**src/rtl/periodmeter.sv**
```systemverilog
// periodmeter: measures period and high time of a slow asynchronous square wave in i_clock cycles.
module periodmeter #(
  parameter int c_MAXTICKS = 65535,
  parameter int c_WIDTH = $clog2(c_MAXTICKS + 1)
) (
  input  logic               i_clock,
  input  logic               i_reset,
  input  logic               i_signal,
  output logic [c_WIDTH-1:0] o_period,
  output logic [c_WIDTH-1:0] o_high,
  output logic               o_valid,
  output logic               o_timeout
);
  typedef enum logic {IDLE, MEASURE} state_t;
  localparam logic [c_WIDTH-1:0] c_MAX = c_WIDTH'(c_MAXTICKS);
  localparam logic [c_WIDTH-1:0] c_ONE = c_WIDTH'(1);
  state_t r_state, w_state;
  logic r_sync1, r_sync2, r_prev;
  logic [c_WIDTH-1:0] r_count, r_highcap, w_count, w_highcap, w_period, w_high;
  logic w_valid, w_timeout, w_rise, w_fall;
  assign w_rise = r_sync2 & ~r_prev;
  assign w_fall = ~r_sync2 & r_prev;
  // A rise always wins over the timeout so a period of exactly c_MAXTICKS is still reported.
  always_comb begin
    w_state = r_state;
    w_count = r_count;
    w_highcap = r_highcap;
    w_period = o_period;
    w_high = o_high;
    w_valid = 1'b0;
    w_timeout = o_timeout;
    if (r_state == IDLE) begin
      if (w_rise) begin
        w_count = c_ONE;
        w_timeout = 1'b0;
        w_state = MEASURE;
      end
    end else if (w_rise) begin
      w_period = r_count;
      w_high = r_highcap;
      w_valid = 1'b1;
      w_count = c_ONE;
    end else if (r_count == c_MAX) begin
      w_timeout = 1'b1;
      w_period = '0;
      w_high = '0;
      w_state = IDLE;
    end else begin
      w_count = r_count + c_ONE;
      w_highcap = w_fall ? r_count : r_highcap;
    end
  end
  always_ff @(posedge i_clock) begin
    if (i_reset) begin
      r_sync1 <= 1'b0;
      r_sync2 <= 1'b0;
      r_prev <= 1'b0;
      r_state <= IDLE;
      r_count <= '0;
      r_highcap <= '0;
      o_period <= '0;
      o_high <= '0;
      o_valid <= 1'b0;
      o_timeout <= 1'b0;
    end else begin
      r_sync1 <= i_signal;
      r_sync2 <= r_sync1;
      r_prev <= r_sync2;
      r_state <= w_state;
      r_count <= w_count;
      r_highcap <= w_highcap;
      o_period <= w_period;
      o_high <= w_high;
      o_valid <= w_valid;
      o_timeout <= w_timeout;
    end
  end
endmodule
```
**config.mk**
```make
export PLATFORM = sky130hd
export DESIGN_NAME = periodmeter
export DESIGN_NICKNAME = d
export VERILOG_FILES = /design/src/rtl/periodmeter.sv
export SDC_FILE = /design/constraint.sdc
export NUM_CORES = 1
export LEC_CHECK = 0
export ABC_AREA = 1
export BUFFER_PORTS_ARGS = -buffer_cell sky130_fd_sc_hd__buf_2
export CAP_MARGIN = 20
export CORE_UTILIZATION = 55
export DETAILED_ROUTE_END_ITERATION = 12
export HOLD_SLACK_MARGIN = 0.1
export PLACE_DENSITY = 0.75
export SYNTH_ARGS = -nofsm -noshare
export SYNTH_HDL_FRONTEND = slang
export SYNTH_SLANG_ARGS = --single-unit
```
**constraint.sdc**
```tcl
create_clock -name i_clock -period 4.3 [get_ports i_clock]
set_input_delay 0.86 -clock i_clock [delete_from_list [all_inputs] [get_ports i_clock]]
set_output_delay 0.86 -clock i_clock [all_outputs]
set_load 0.005 [all_outputs]
```
### Word-level counts from Yosys, hierarchy flattened

Cells that the tools add are included.

* add/subtract/negate cells: 1
* eq/ne operators: 3
* multiplexer cells: 15
* bitwise operators: 7
* reduce and logical (&&, ||, !) cells: 7

Operators with widths (count)
* 16-bit 2-to-1 mux: 7
* 16-bit by 1-bit adder with 16-bit output (second input constant): 1
* 16-bit == test (second input constant): 1
* 1-bit 2-to-1 mux: 8
* 1-bit inverter: 5
* 2-bit inequality test (second input constant): 2
* 2-bit AND reduction: 2
* 4-bit AND reduction: 1
* 2-bit nonzero test: 2
* 3-bit AND reduction: 1
* 1-bit bitwise AND: 2
* 2-bit OR reduction: 1

* register bits after elaboration: 70
* input port bits: 3
* output and inout port bits: 34
* logic and storage cells: 43

### Depth between registers and ports, before layout

Gate-level depths: netlist (run 1).

* depth after elaboration: 4
* gate-level depth with buffers: 12
* depth with buffers taken out: 12

### Worst setup path after synthesis (run 1)

OpenSTA, ideal clock, no wires.

* path type: flip-flop to flip-flop
* from: register r_sync2
* to: register r_count[13]
* setup time: 64 ps
* arrival time: 1728 ps
* data required time: 4236 ps
* setup slack: 2508 ps
* stages on the path, launching flop included: 10
* path buffers: 2
* period minus slack after synthesis: 1792 ps
* cell sequence: dfxtp_1 -> nand2_2 -> clkbuf_1 -> ha_1 -> inv_1 -> clkbuf_1 -> nand3_1 -> nand2_1 -> nand2_1 -> nor2_1

* word-level cells in the longest chain between the ends: 3
* elaborated cells on any way between the ends: 6
* those cells by class: eq/ne: 1; mux: 2; bitwise: 1; reduce/logical: 2

RTL lines
* start, declared: line 18 `logic r_sync1, r_sync2, r_prev;`
* start signal, assigned: line 67 `r_sync2 <= r_sync1;`
* 1-bit bitwise AND *: line 21 `assign w_rise = r_sync2 & ~r_prev;`
* 2-bit inequality test (no line), or another cell as far along
* 2-bit AND reduction (no line) / 16-bit 2-to-1 mux (equally long branches)
* end signal, assigned: line 70 `r_count <= w_count;`
* end, declared: line 19 `logic [c_WIDTH-1:0] r_count, r_highcap, w_count, w_highcap, w_period, w_high;`

Every way passes the cells marked *; elsewhere a longest branch is shown, timed or not.
A chain may end at the register's enable or synchronous reset.

### Worst setup path after layout (run 1)

Same ends and word-level chain as after synthesis.

==> insert_results.sql, run 1 <==
INSERT INTO impl_metrics (metric_group, metric, value, unit) VALUES
('worst_setup_path', 'cp-startpoint', 'r_sync2', ''),
('place', 'buffer_ports.inserted', '36', ''),
('status', 'run_status', 'finished clean', ''),
('power_and_ir_drop', 'power', '1.276', 'mW'),
('sta', 'rsz0062_at_grt', 'false', ''),
('clock_network', 'h-tree-depth', '3', ''),
('yosys', 'mapped_nets', '428', ''),
('power_and_ir_drop', 'power-per-cell-area', '361.0', 'nW/um^2'),
('detailed_routing', 'wl_met1', '3191', 'um'),
('yosys', 'avgSynthCellArea', '7.537', 'um^2'),
('yosys', 'netlist.top_cell.by_area', 'sky130_fd_sc_hd__dfxtp_1', ''),
('clock_network', 'postCtsResizedCells', '0', ''),
('worst_setup_path', 'critPathBufInv', '1', ''),
('worst_setup_path', 'maximum_fanout_along_the_worst_path', '27', ''),
('sta', 'final.hold.worst_slack', '419.7', 'ps'),
('worst_setup_path', 'cp_slowest_cell', 'sky130_fd_sc_hd__dfxtp_1', ''),
('sta', 'max-slew-margin-rel', '0.4354', ''),
('yosys', 'yosys_register_bits', '70', ''),
('sta', 'achievable-frequency', '482.3', 'MHz'),
('sta', 'finalHoldViolCount', '0', ''),
('detailed_routing', 'detail_route.first_pass.iterations', '4', ''),
('clock_network', 'clkSinkCount', '70', ''),
('grt', 'first_global_vias', '2522', ''),
('yosys', 'ys_seq_area_frac', '0.4396', ''),
('grt', 'groute.usage.overall', '0.2455', ''),
('clock_network', 'cts_setup_buffers', '0', ''),
('worst_setup_path', 'worst_path_largest_cell_delay', '400', 'ps'),
('worst_setup_path', 'worst_setup_path_end_kind', 'flip-flop', ''),
('floorplan', 'starting_density', '0.5754', ''),
('place', 'dp.final_hpwl', '4559', 'um'),
('detailed_routing', 'detailroute.wirelength.met3', '332', 'um'),
('worst_setup_path', 'crit_path_start_kind', 'flip-flop', ''),
('detailed_routing', 'wirelength', '6770', 'um'),
('yosys', 'synth-xor-area-share', '0', ''),
('worst_setup_path', 'cell_chain_of_the_critical_path', 'nand2_2 -> ha_1 -> inv_1 -> nand3_1 -> nor2_1 -> nor2_1', ''),
('yosys', 'yosys.cell_types.count', '34', ''),
('yosys', 'synthesis.yosys.warnings', '0', ''),
('floorplan', 'dieArea', '6105', 'um^2'),
('detailed_routing', 'met2RoutedLength', '3094', 'um'),
('clock_network', 'clock_tree.buffer_depth', '2', ''),
('floorplan', 'floorplan.die.width', '78.14', 'um'),
('detailed_routing', 'vias', '2745', ''),
('detailed_routing', 'top_layer_used', 'met4', ''),
('clock_network', 'tritoncts', 'yes', ''),
('layout', 'layout-drive-gt1-share', '0.2230', ''),
('sta', 'drv_slew', '0', ''),
('yosys', 'synth.mux.area_fraction', '0', ''),
('worst_setup_path', 'critical_path_arrival', '2320', 'ps'),
('layout', 'finalNetCount', '454', ''),
('sta', 'finalCriticalPeriod', '2074', 'ps'),
('grt', 'globalRoute.totalOverflow', '0', ''),
('detailed_routing', 'drt.antenna.violating_nets', '0', ''),
('sta', 'post-route-period-util', '0.4822', ''),
('floorplan', 'top_level_ports', '37', ''),
('yosys', 'synth_top_family_by_area', 'simple AND/OR/NAND/NOR gates', ''),
('yosys', 'synth_top_cells_by_area', 'sky130_fd_sc_hd__dfxtp_1 44%, sky130_fd_sc_hd__nand2_1 15%, sky130_fd_sc_hd__nand3_1 7.2%', ''),
('layout', 'area_delta_synth_final', '10.87', '%'),
('worst_setup_path', 'cp_top_family', 'simple AND/OR/NAND/NOR gates', ''),
('detailed_routing', 'detail_route.iter0.violations', '101', ''),
('sta', 'tightestPinTransition', '846.9', 'ps'),
('layout', 'insertedDiodeCount', '0', ''),
('clock_network', 'clock_tree.root_cell', 'sky130_fd_sc_hd__clkbuf_8', ''),
('clock_network', 'cts.reportedPaths.clkPinSlew', '80', 'ps'),
('detailed_routing', 'via_per_inst', '5.229', ''),
('grt', 'grt_first_pass_wirelength', '11650', 'um'),
('power_and_ir_drop', 'power.ir.vdd_worst', '0.1657', 'mV'),
('run', 'max-cap-violations', '0', ''),
('grt', 'pin_count_of_the_biggest_net_entering_global_routing', '46', ''),
('worst_setup_path', 'path_common_cell', 'sky130_fd_sc_hd__nor2_1', ''),
('floorplan', 'die-height', '78.14', 'um'),
('yosys', 'synth_simple_gate_area_share', '0.3987', '');
-- cell type report --
cell class	instances	area, um^2
clock inverter	6	86.33
multi-input combinational	297	1513
tap	72	90.09
clock buffer	9	123.9
sequential	70	1401
inverter	34	132.6
timing repair buffer	37	187.7
fill	505	2006
-- cell usage after synthesis (all sizes together) --
master,count
o21ai,4
nor2,36
o21a,1
nor3,3
inv,34
a21boi,1
nand3,55
nand2,146
buf,15
ha,2
nand3b,1
dfxtp,70
clkbuf,7
nand4,18
or2,1
a21oi,28
and3,1
-- path summary, 6_finish.rpt --
check	endpoint	slack [ps]	depth (start not counted)
worst min register to register	r_sync2	420	2
worst min-delay path	r_sync2	420	2
worst max-delay path	r_count[13]	2230	6
worst max register to register	r_count[13]	2230	6
-- cell families (layout without fill, tap and decap cells) --
family / count (synthesis) / count (layout)
compound gates: 34 / 34
fa+ha+maj: 2 / 2
buf+inv: 56 / 86
flops: 70 / 70
simple gates: 261 / 261
-- cell usage in the layout (no fill, tap or decap), types with 9 or more instances in the layout --
master and instances:
sky130_fd_sc_hd__nand2_1 126, sky130_fd_sc_hd__dfxtp_1 70, sky130_fd_sc_hd__nand3_1 46, sky130_fd_sc_hd__buf_2 36, sky130_fd_sc_hd__nor2_1 33, sky130_fd_sc_hd__inv_1 31, sky130_fd_sc_hd__nand4_1 18, sky130_fd_sc_hd__a21oi_1 17
sky130_fd_sc_hd__nand2_2 16, sky130_fd_sc_hd__a21oi_2 11, sky130_fd_sc_hd__clkbuf_8 9
-- layer usage --
layer	vias up	GRT usage
li1	1418	-
met1	1232	0.3093
met2	74	0.4044
met3	21	0.04535
met4	0	0.1167
met5	-	0
-- tightest hold or removal path, stage by stage, from the launching register on --
cell and delay (ps):
sky130_fd_sc_hd__dfxtp_1 300, sky130_fd_sc_hd__inv_1 40, sky130_fd_sc_hd__nor2_1 30
-- sequential cells by signal, indices dropped and copies added, names as in the netlist --
register / count
o_high: 16
o_period: 16
r_count: 16
r_highcap: 16
o_timeout: 1
o_valid: 1
r_prev: 1
r_state: 1
r_sync1: 1
r_sync2: 1
-- where the power goes --
part | switching [mW] | internal, mW
sequential | 0.00531 | 0.651
combinational | 0.0376 | 0.0106
clock | 0.248 | 0.323
total | 0.291 | 0.985
-- metrics by stage --
stage	utilization	setup WS, ps	std cells	cell area (um^2)
after floorplan	-	2508	423	3188
after global placement	0.6000	2007	510	3324
after detailed placement	0.6000	1952	510	3324
after CTS	0.6380	2231	525	3535
after global routing	0.6380	2009	525	3535
final	0.6380	2226	525	3535
No activity file was read; power rests on OpenSTA's default activity.
==> run 2: changes to the inputs <==
==> constraint.sdc (replaced) <==
create_clock -name i_clock -period 2 [get_ports i_clock]
set_input_delay 0.4 -clock i_clock [delete_from_list [all_inputs] [get_ports i_clock]]
set_output_delay 0.4 -clock i_clock [all_outputs]
set_load 0.005 [all_outputs]
==> insert_results.sql, run 2 (synthesis gave the netlist of run 1 again) <==
INSERT INTO impl_metrics (metric_group, metric, value, unit) VALUES
('clock_network', 'clock_tree.root_cell', 'sky130_fd_sc_hd__clkbuf_8', ''),
('layout', 'area.sequential', '1401', 'um^2'),
('layout', 'layout-drive-gt1-share', '0.2542', ''),
('detailed_routing', 'drc_errors', '0', ''),
('floorplan', 'top_level_ports', '37', ''),
('clock_network', 'clkSinkCount', '70', ''),
('clock_network', 'tritoncts', 'yes', ''),
('worst_setup_path', 'critPathBufInv', '1', ''),
('worst_setup_path', 'worst_path_largest_cell_delay', '430', 'ps'),
('worst_setup_path', 'maximum_fanout_along_the_worst_path', '15', ''),
('worst_setup_path', 'r2r_setup_slack', '110', 'ps'),
('clock_network', 'cts_made_buffers', '9', ''),
('place', 'dpl_worst_slack', '119.3', 'ps'),
('sta', 'finalHoldViolCount', '0', ''),
('layout', 'multi_input_comb_area', '1521', 'um^2'),
('layout', 'final.fill_count', '481', ''),
('detailed_routing', 'vias', '2877', ''),
('power_and_ir_drop', 'static-leakage-power', '1.701', 'nW'),
('worst_setup_path', 'crit_path_start_kind', 'flip-flop', ''),
('worst_setup_path', 'critical_path.reg2reg.startpoint', 'r_count[1]', ''),
('worst_setup_path', 'cell_chain_of_the_critical_path', 'ha_1 -> nand2_2 -> nor2_4 -> nand2_2 -> nor2_8 -> nand2_4 -> nand2_4 -> nand2_1 -> nand2_1 -> nand2_1 -> inv_1', ''),
('grt', 'grt_first_pass_wirelength', '12300', 'um'),
('worst_setup_path', 'cp_num_cells', '11', ''),
('sta', 'finalCriticalPeriod', '1894', 'ps'),
('floorplan', 'core-area', '5540', 'um^2'),
('layout', 'insertedDiodeCount', '0', ''),
('sta', 'post-route-period-util', '0.9470', ''),
('worst_setup_path', 'timing.critical_path.required', '2300', 'ps'),
('detailed_routing', 'route.detailed.wl_per_inst', '13.40', 'um'),
('place', 'place_congestion', '0.9179', ''),
('detailed_routing', 'drt.antenna.violating_nets', '0', ''),
('sta', 'drv_slew', '0', ''),
('worst_setup_path', 'worst_setup_path_end_kind', 'flip-flop', ''),
('layout', 'layout.cells.most_common', 'sky130_fd_sc_hd__nand2_1', ''),
('layout', 'mostFrequentLayoutCells', '126 x sky130_fd_sc_hd__nand2_1, 70 x sky130_fd_sc_hd__dfxtp_1, 46 x sky130_fd_sc_hd__nand3_1', ''),
('detailed_routing', 'via_per_inst', '5.289', ''),
('worst_setup_path', 'cp_slowest_cell', 'sky130_fd_sc_hd__dfxtp_1', ''),
('clock_network', 'clock_tree.buffer_depth', '2', ''),
('worst_hold_path', 'class_of_the_tightest_hold_or_removal_check', 'in -> reg', ''),
('worst_hold_path', 'whs_path_depth', '3', ''),
('power_and_ir_drop', 'power', '2.852', 'mW'),
('status', 'run_status', 'finished clean', ''),
('floorplan', 'starting_density', '0.5754', ''),
('clock_network', 'cts_setup_buffers', '0', ''),
('worst_hold_path', 'min_delay_worst_endpoint', 'r_sync1', ''),
('layout', 'area_delta_synth_final', '16.48', '%'),
('worst_hold_path', 'hold_path_startpoint', 'i_signal', ''),
('sta', 'worst_clock_skew', '9.520', 'ps'),
('place', 'dp.final_hpwl', '5119', 'um'),
('detailed_routing', 'wirelength', '7292', 'um'),
('worst_setup_path', 'r2r_depth', '11', ''),
('detailed_routing', 'detail_route.iter0.violations', '208', ''),
('floorplan', 'dieArea', '6105', 'um^2'),
('detailed_routing', 'detail_route.first_pass.iterations', '5', ''),
('sta', 'tightestPinTransition', '427.9', 'ps'),
('clock_network', 'h-tree-depth', '3', ''),
('sta', 'fin_ws', '106.0', 'ps'),
('worst_setup_path', 'path_common_cell', 'sky130_fd_sc_hd__nand2_1', ''),
('worst_setup_path', 'critical_path.reg2reg.endpoint', 'r_count[8]', ''),
('power_and_ir_drop', 'power.ir.vdd_worst', '0.4880', 'mV'),
('grt', 'antenna_violations_before_repair', '0', ''),
('power_and_ir_drop', 'power-per-cell-area', '767.9', 'nW/um^2'),
('layout', 'finalNetCount', '472', ''),
('floorplan', 'die-height', '78.14', 'um'),
('grt', 'globalRoute.totalOverflow', '0', ''),
('sta', 'rsz0062_at_grt', 'true', ''),
('worst_setup_path', 'cp_top_family', 'simple AND/OR/NAND/NOR gates', ''),
('grt', 'pin_count_of_the_biggest_net_entering_global_routing', '34', ''),
('sta', 'setup_violations_final', '0', ''),
('clock_network', 'cts.reportedPaths.clkPinSlew', '80', 'ps'),
('floorplan', 'placement_rows', '27', ''),
('sta', 'achievable-frequency', '528.0', 'MHz'),
('place', 'buffer_ports.inserted', '36', ''),
('worst_setup_path', 'critical_path_arrival', '2190', 'ps'),
('worst_setup_path', 'worst_setup_path_type', 'reg -> reg', ''),
('clock_network', 'clock_insertion_delay_worst_skew', '340', 'ps'),
('floorplan', 'floorplan.die.width', '78.14', 'um'),
('sta', 'max-slew-margin-rel', '0.7147', ''),
('run', 'max-cap-violations', '0', ''),
('grt', 'first_global_vias', '2575', ''),
('grt', 'groute.usage.overall', '0.2585', '');
==> run 2: changes by cell type in the layout (fill, tap and decap cells not counted) <==
cell,before,now
sky130_fd_sc_hd__clkbuf_8,9,11
sky130_fd_sc_hd__clkinv_2,2,1
sky130_fd_sc_hd__buf_12,0,1
sky130_fd_sc_hd__inv_6,2,1
sky130_fd_sc_hd__buf_4,1,18
sky130_fd_sc_hd__nand2_4,4,3
sky130_fd_sc_hd__clkinv_4,0,1
sky130_fd_sc_hd__nand2_8,0,1
==> run 2: worst max path at each step <==
stage                     from      endpoint  slack, ps
floorplan              r_sync2   r_count[13]        210
global placement    r_count[1]    r_count[8]        220
detailed placement  r_count[1]     o_high[8]        120
CTS                 r_count[1]  o_period[12]         90
global route        r_count[1]   r_count[14]        -20
finish              r_count[1]    r_count[8]        110
==> run 2: layout make-up <==
type | count | share of cell area
clock buffer | 11 | 0.04077
clock inverter | 5 | 0.02190
inverter | 34 | 0.03571
multi-input combinational | 297 | 0.4097
sequential | 70 | 0.3774
tap | 72 | 0.02426
timing repair buffer | 55 | 0.09030
==> run 2: where the power goes <==
group,internal (mW),switching [mW],leakage (nW)
Sequential,1.40,0.00825,0.565
Clock,0.770,0.549,0.116
Combinational,0.0335,0.0905,1.02
==> run 2: through the flow <==
stage	utilization	hold WS, ps	TNS [ps]	std cells	instance area (um^2)
after floorplan	-	388.3	0	423	3188
after global placement	0.6267	392.4	0	528	3472
after detailed placement	0.6267	395.3	0	528	3472
after CTS	0.6687	257.1	0	544	3705
after global routing	0.6703	249.6	-27.71	544	3714
final	0.6703	258.2	0	544	3714
==> run 2: layer usage <==
| layer | GRT usage | share of wire | vias up |
|---|---|---|---|
| met4 | 0.1074 | 0.026 | 0 |
| met5 | 0 | 0 | - |
| met1 | 0.3594 | 0.46 | 1276 |
| li1 | - | - | 1453 |
| met3 | 0.05465 | 0.083 | 22 |
| met2 | 0.3877 | 0.43 | 126 |
==> run 2: repair_timing <==
action / in CTS / in global routing
setup endpoints to repair: 0 / 28
gates resized for setup: 0 / 1
hold buffers: 0 / 0
==> run 2: worst register-to-register path: cells and delay by family, from the launching register on <==
kind | cells | cell delay [ps]
AND/OR/NAND/NOR | 9 | 1170
buffers and inverters | 1 | 50
adder cells (fa/ha/maj) | 1 | 210
flip-flops | 1 | 430
==> run 3: changes to the inputs <==
--- a/config.mk
+++ b/config.mk
@@ -8,10 +8,10 @@
 export ABC_AREA = 1
 export BUFFER_PORTS_ARGS = -buffer_cell sky130_fd_sc_hd__buf_2
 export CAP_MARGIN = 20
-export CORE_UTILIZATION = 55
+export CORE_UTILIZATION = 52
 export DETAILED_ROUTE_END_ITERATION = 12
 export HOLD_SLACK_MARGIN = 0.1
-export PLACE_DENSITY = 0.75
+export PLACE_DENSITY = 0.74
 export SYNTH_ARGS = -nofsm -noshare
 export SYNTH_HDL_FRONTEND = slang
 export SYNTH_SLANG_ARGS = --single-unit
==> constraint.sdc (replaced) <==
create_clock -name i_clock -period 1.6 [get_ports i_clock]
set_input_delay 0.32 -clock i_clock [delete_from_list [all_inputs] [get_ports i_clock]]
set_output_delay 0.32 -clock i_clock [all_outputs]
set_load 0.1 [all_outputs]
==> insert_results.sql, run 3 (synthesis gave the netlist of run 1 again) <==
INSERT INTO impl_metrics (metric_group, metric, value, unit) VALUES
('status', 'run_status', 'finished, violations left', ''),
('sta', 'finalCriticalPeriod', '1621', 'ps'),
('floorplan', 'floorplan.die.width', '80.30', 'um'),
('place', 'placed_cell_area', '3657', 'um^2'),
('worst_hold_path', 'hold_path_startpoint', 'i_signal', ''),
('sta', 'finalHoldViolCount', '0', ''),
('sta', 'max-slew-margin-rel', '0.6370', ''),
('worst_hold_path', 'class_of_the_tightest_hold_or_removal_check', 'in -> reg', ''),
('clock_network', 'clock_tree.root_cell', 'sky130_fd_sc_hd__clkbuf_8', ''),
('place', 'buffer_ports.inserted', '36', ''),
('sta', 'final.hold.worst_slack', '180.0', 'ps'),
('floorplan', 'core-area', '5921', 'um^2'),
('clock_network', 'clock_insertion_delay_worst_skew', '340', 'ps'),
('grt', 'pin_count_of_the_biggest_net_entering_global_routing', '34', ''),
('sta', 'rsz0062_at_grt', 'true', ''),
('worst_setup_path', 'worst_setup_path_type', 'reg -> reg', ''),
('detailed_routing', 'vias', '3069', ''),
('detailed_routing', 'drc_errors', '0', ''),
('detailed_routing', 'detailroute.wirelength.met3', '489', 'um'),
('grt', 'grt_first_pass_wirelength', '12120', 'um'),
('detailed_routing', 'detail_route.first_pass.iterations', '5', ''),
('layout', 'mostFrequentLayoutCells', '122 x sky130_fd_sc_hd__nand2_1, 68 x sky130_fd_sc_hd__dfxtp_1, 41 x sky130_fd_sc_hd__nand3_1', ''),
('power_and_ir_drop', 'static-leakage-power', '1.852', 'nW'),
('detailed_routing', 'top_layer_used', 'met4', ''),
('floorplan', 'dieArea', '6448', 'um^2'),
('worst_setup_path', 'critical_path.reg2reg.startpoint', 'r_count[1]', ''),
('clock_network', 'cts_made_buffers', '9', ''),
('grt', 'globalRoute.totalOverflow', '0', ''),
('worst_setup_path', 'maximum_fanout_along_the_worst_path', '7', ''),
('worst_hold_path', 'whs_path_depth', '3', ''),
('place', 'placed_cells_incl_taps', '552', ''),
('layout', 'layout.cells.most_common', 'sky130_fd_sc_hd__nand2_1', ''),
('layout', 'finalNetCount', '498', ''),
('worst_setup_path', 'worst_setup_path_end_kind', 'flip-flop', ''),
('clock_network', 'clock_tree.buffer_depth', '2', ''),
('sta', 'post-route-period-util', '1.013', ''),
('sta', 'drv_slew', '0', ''),
('worst_hold_path', 'min_delay_worst_endpoint', 'r_sync1', ''),
('worst_setup_path', 'critical_path.reg2reg.endpoint', 'r_count[14]', ''),
('power_and_ir_drop', 'power', '3.367', 'mW'),
('detailed_routing', 'detail_route.iter0.violations', '218', ''),
('detailed_routing', 'met2RoutedLength', '3876', 'um'),
('clock_network', 'cts.reportedPaths.clkPinSlew', '70', 'ps'),
('power_and_ir_drop', 'power.ir.vdd_worst', '0.4551', 'mV'),
('power_and_ir_drop', 'power-per-cell-area', '831.8', 'nW/um^2'),
('detailed_routing', 'wirelength', '8322', 'um'),
('grt', 'antenna_violations_before_repair', '0', ''),
('sta', 'fin_ws', '-20.85', 'ps'),
('clock_network', 'h-tree-depth', '3', ''),
('floorplan', 'starting_density', '0.5385', ''),
('floorplan', 'placement_rows', '28', ''),
('layout', 'insertedDiodeCount', '0', ''),
('place', 'place_congestion', '0.9750', ''),
('worst_setup_path', 'r2r_depth', '11', ''),
('run', 'max-cap-violations', '0', ''),
('place', 'dp.final_hpwl', '5270', 'um'),
('layout', 'finish.cell_count_without_fillers', '571', ''),
('floorplan', 'die-height', '80.30', 'um'),
('detailed_routing', 'via_per_inst', '5.375', ''),
('place', 'dpl_worst_slack', '-24.98', 'ps'),
('worst_setup_path', 'crit_path_start_kind', 'flip-flop', ''),
('worst_setup_path', 'critical_path_arrival', '1860', 'ps'),
('layout', 'layout-drive-gt1-share', '0.3306', ''),
('grt', 'groute.usage.overall', '0.2493', ''),
('sta', 'worst_clock_skew', '10.67', 'ps'),
('worst_setup_path', 'timing.critical_path.required', '1840', 'ps'),
('sta', 'tightestPinTransition', '543.7', 'ps'),
('status', 'violations', 'setup timing', ''),
('layout', 'area_delta_synth_final', '26.96', '%'),
('layout', 'finalInstanceArea', '4048', 'um^2'),
('sta', 'achievable-frequency', '617.0', 'MHz'),
('sta', 'setup_violations_final', '2', ''),
('layout', 'final_core_util', '0.6836', ''),
('worst_setup_path', 'r2r_setup_slack', '-20', 'ps'),
('clock_network', 'clkSinkCount', '70', ''),
('grt', 'first_global_vias', '2679', ''),
('detailed_routing', 'route.detailed.wl_per_inst', '14.57', 'um'),
('detailed_routing', 'wl_met1', '3714', 'um'),
('detailed_routing', 'drt.antenna.violating_nets', '0', ''),
('clock_network', 'tritoncts', 'yes', ''),
('floorplan', 'top_level_ports', '37', ''),
('sta', 'setup-tns-final', '-32.78', 'ps');
==> run 3: changes by cell type in the layout (fill, tap and decap cells not counted), moves of 3 or more <==
cell,before,now
sky130_fd_sc_hd__nor2_1,33,30
sky130_fd_sc_hd__a21oi_2,11,15
sky130_fd_sc_hd__buf_6,0,5
sky130_fd_sc_hd__nand3_1,46,41
sky130_fd_sc_hd__nand2_8,1,5
sky130_fd_sc_hd__a21oi_1,17,13
sky130_fd_sc_hd__nand3_2,8,12
sky130_fd_sc_hd__buf_4,18,36
sky130_fd_sc_hd__nand2_1,126,122
sky130_fd_sc_hd__nor2_2,1,4
==> run 3: final cells by class <==
cell class,count,area (um^2)
Fill cell,479,1873
Multi-Input combinational cell,299,1684
Sequential cell,70,1404
Timing Repair Buffer,79,546.8
Clock buffer,10,137.6
Inverter,34,132.6
Tap cell,75,93.84
Clock inverter,4,48.80
==> run 3: how the worst max path moves through the flow <==
stage / startpoint / end / slack, ps
global placement: r_count[0] / r_count[14] / 40
floorplan: r_sync2 / r_count[12] / 0.1
detailed placement: r_count[0] / o_period[14] / -20
global route: r_count[1] / r_count[14] / -90
finish: r_count[1] / r_count[14] / -20
CTS: r_count[0] / r_count[14] / 7
==> run 3: where the power goes <==
part	switching, mW	internal [mW]
Combinational	0.148	0.0712
Clock	0.646	0.742
Sequential	0.00821	1.75
==> run 3: timing repair <==
item / CTS / global route
cloned: 0 / 2
buffers inserted: 0 / 4
gates resized for setup: 3 / 35
pin swaps: 0 / 14
endpoints found under the setup margin: 28 / 60
hold buffers: 0 / 0
==> run 3: per-layer routing <==
layer	global-route usage	vias up
li1	-	1505
met1	0.3155	1400
met2	0.4026	136
met3	0.05000	28
met4	0.1232	0
met5	0	-
==> run 3: critical path, cell delays in order (launching register included) <==
cell and delay (ps):
sky130_fd_sc_hd__dfxtp_2 360, sky130_fd_sc_hd__ha_4 160, sky130_fd_sc_hd__nand2_4 60, sky130_fd_sc_hd__nor2_4 150
sky130_fd_sc_hd__nand2_4 90, sky130_fd_sc_hd__nor2_8 190, sky130_fd_sc_hd__nand2_8 110, sky130_fd_sc_hd__buf_6 150
sky130_fd_sc_hd__nand3_1 80, sky130_fd_sc_hd__nand2_1 50, sky130_fd_sc_hd__nand2_1 70, sky130_fd_sc_hd__inv_1 40
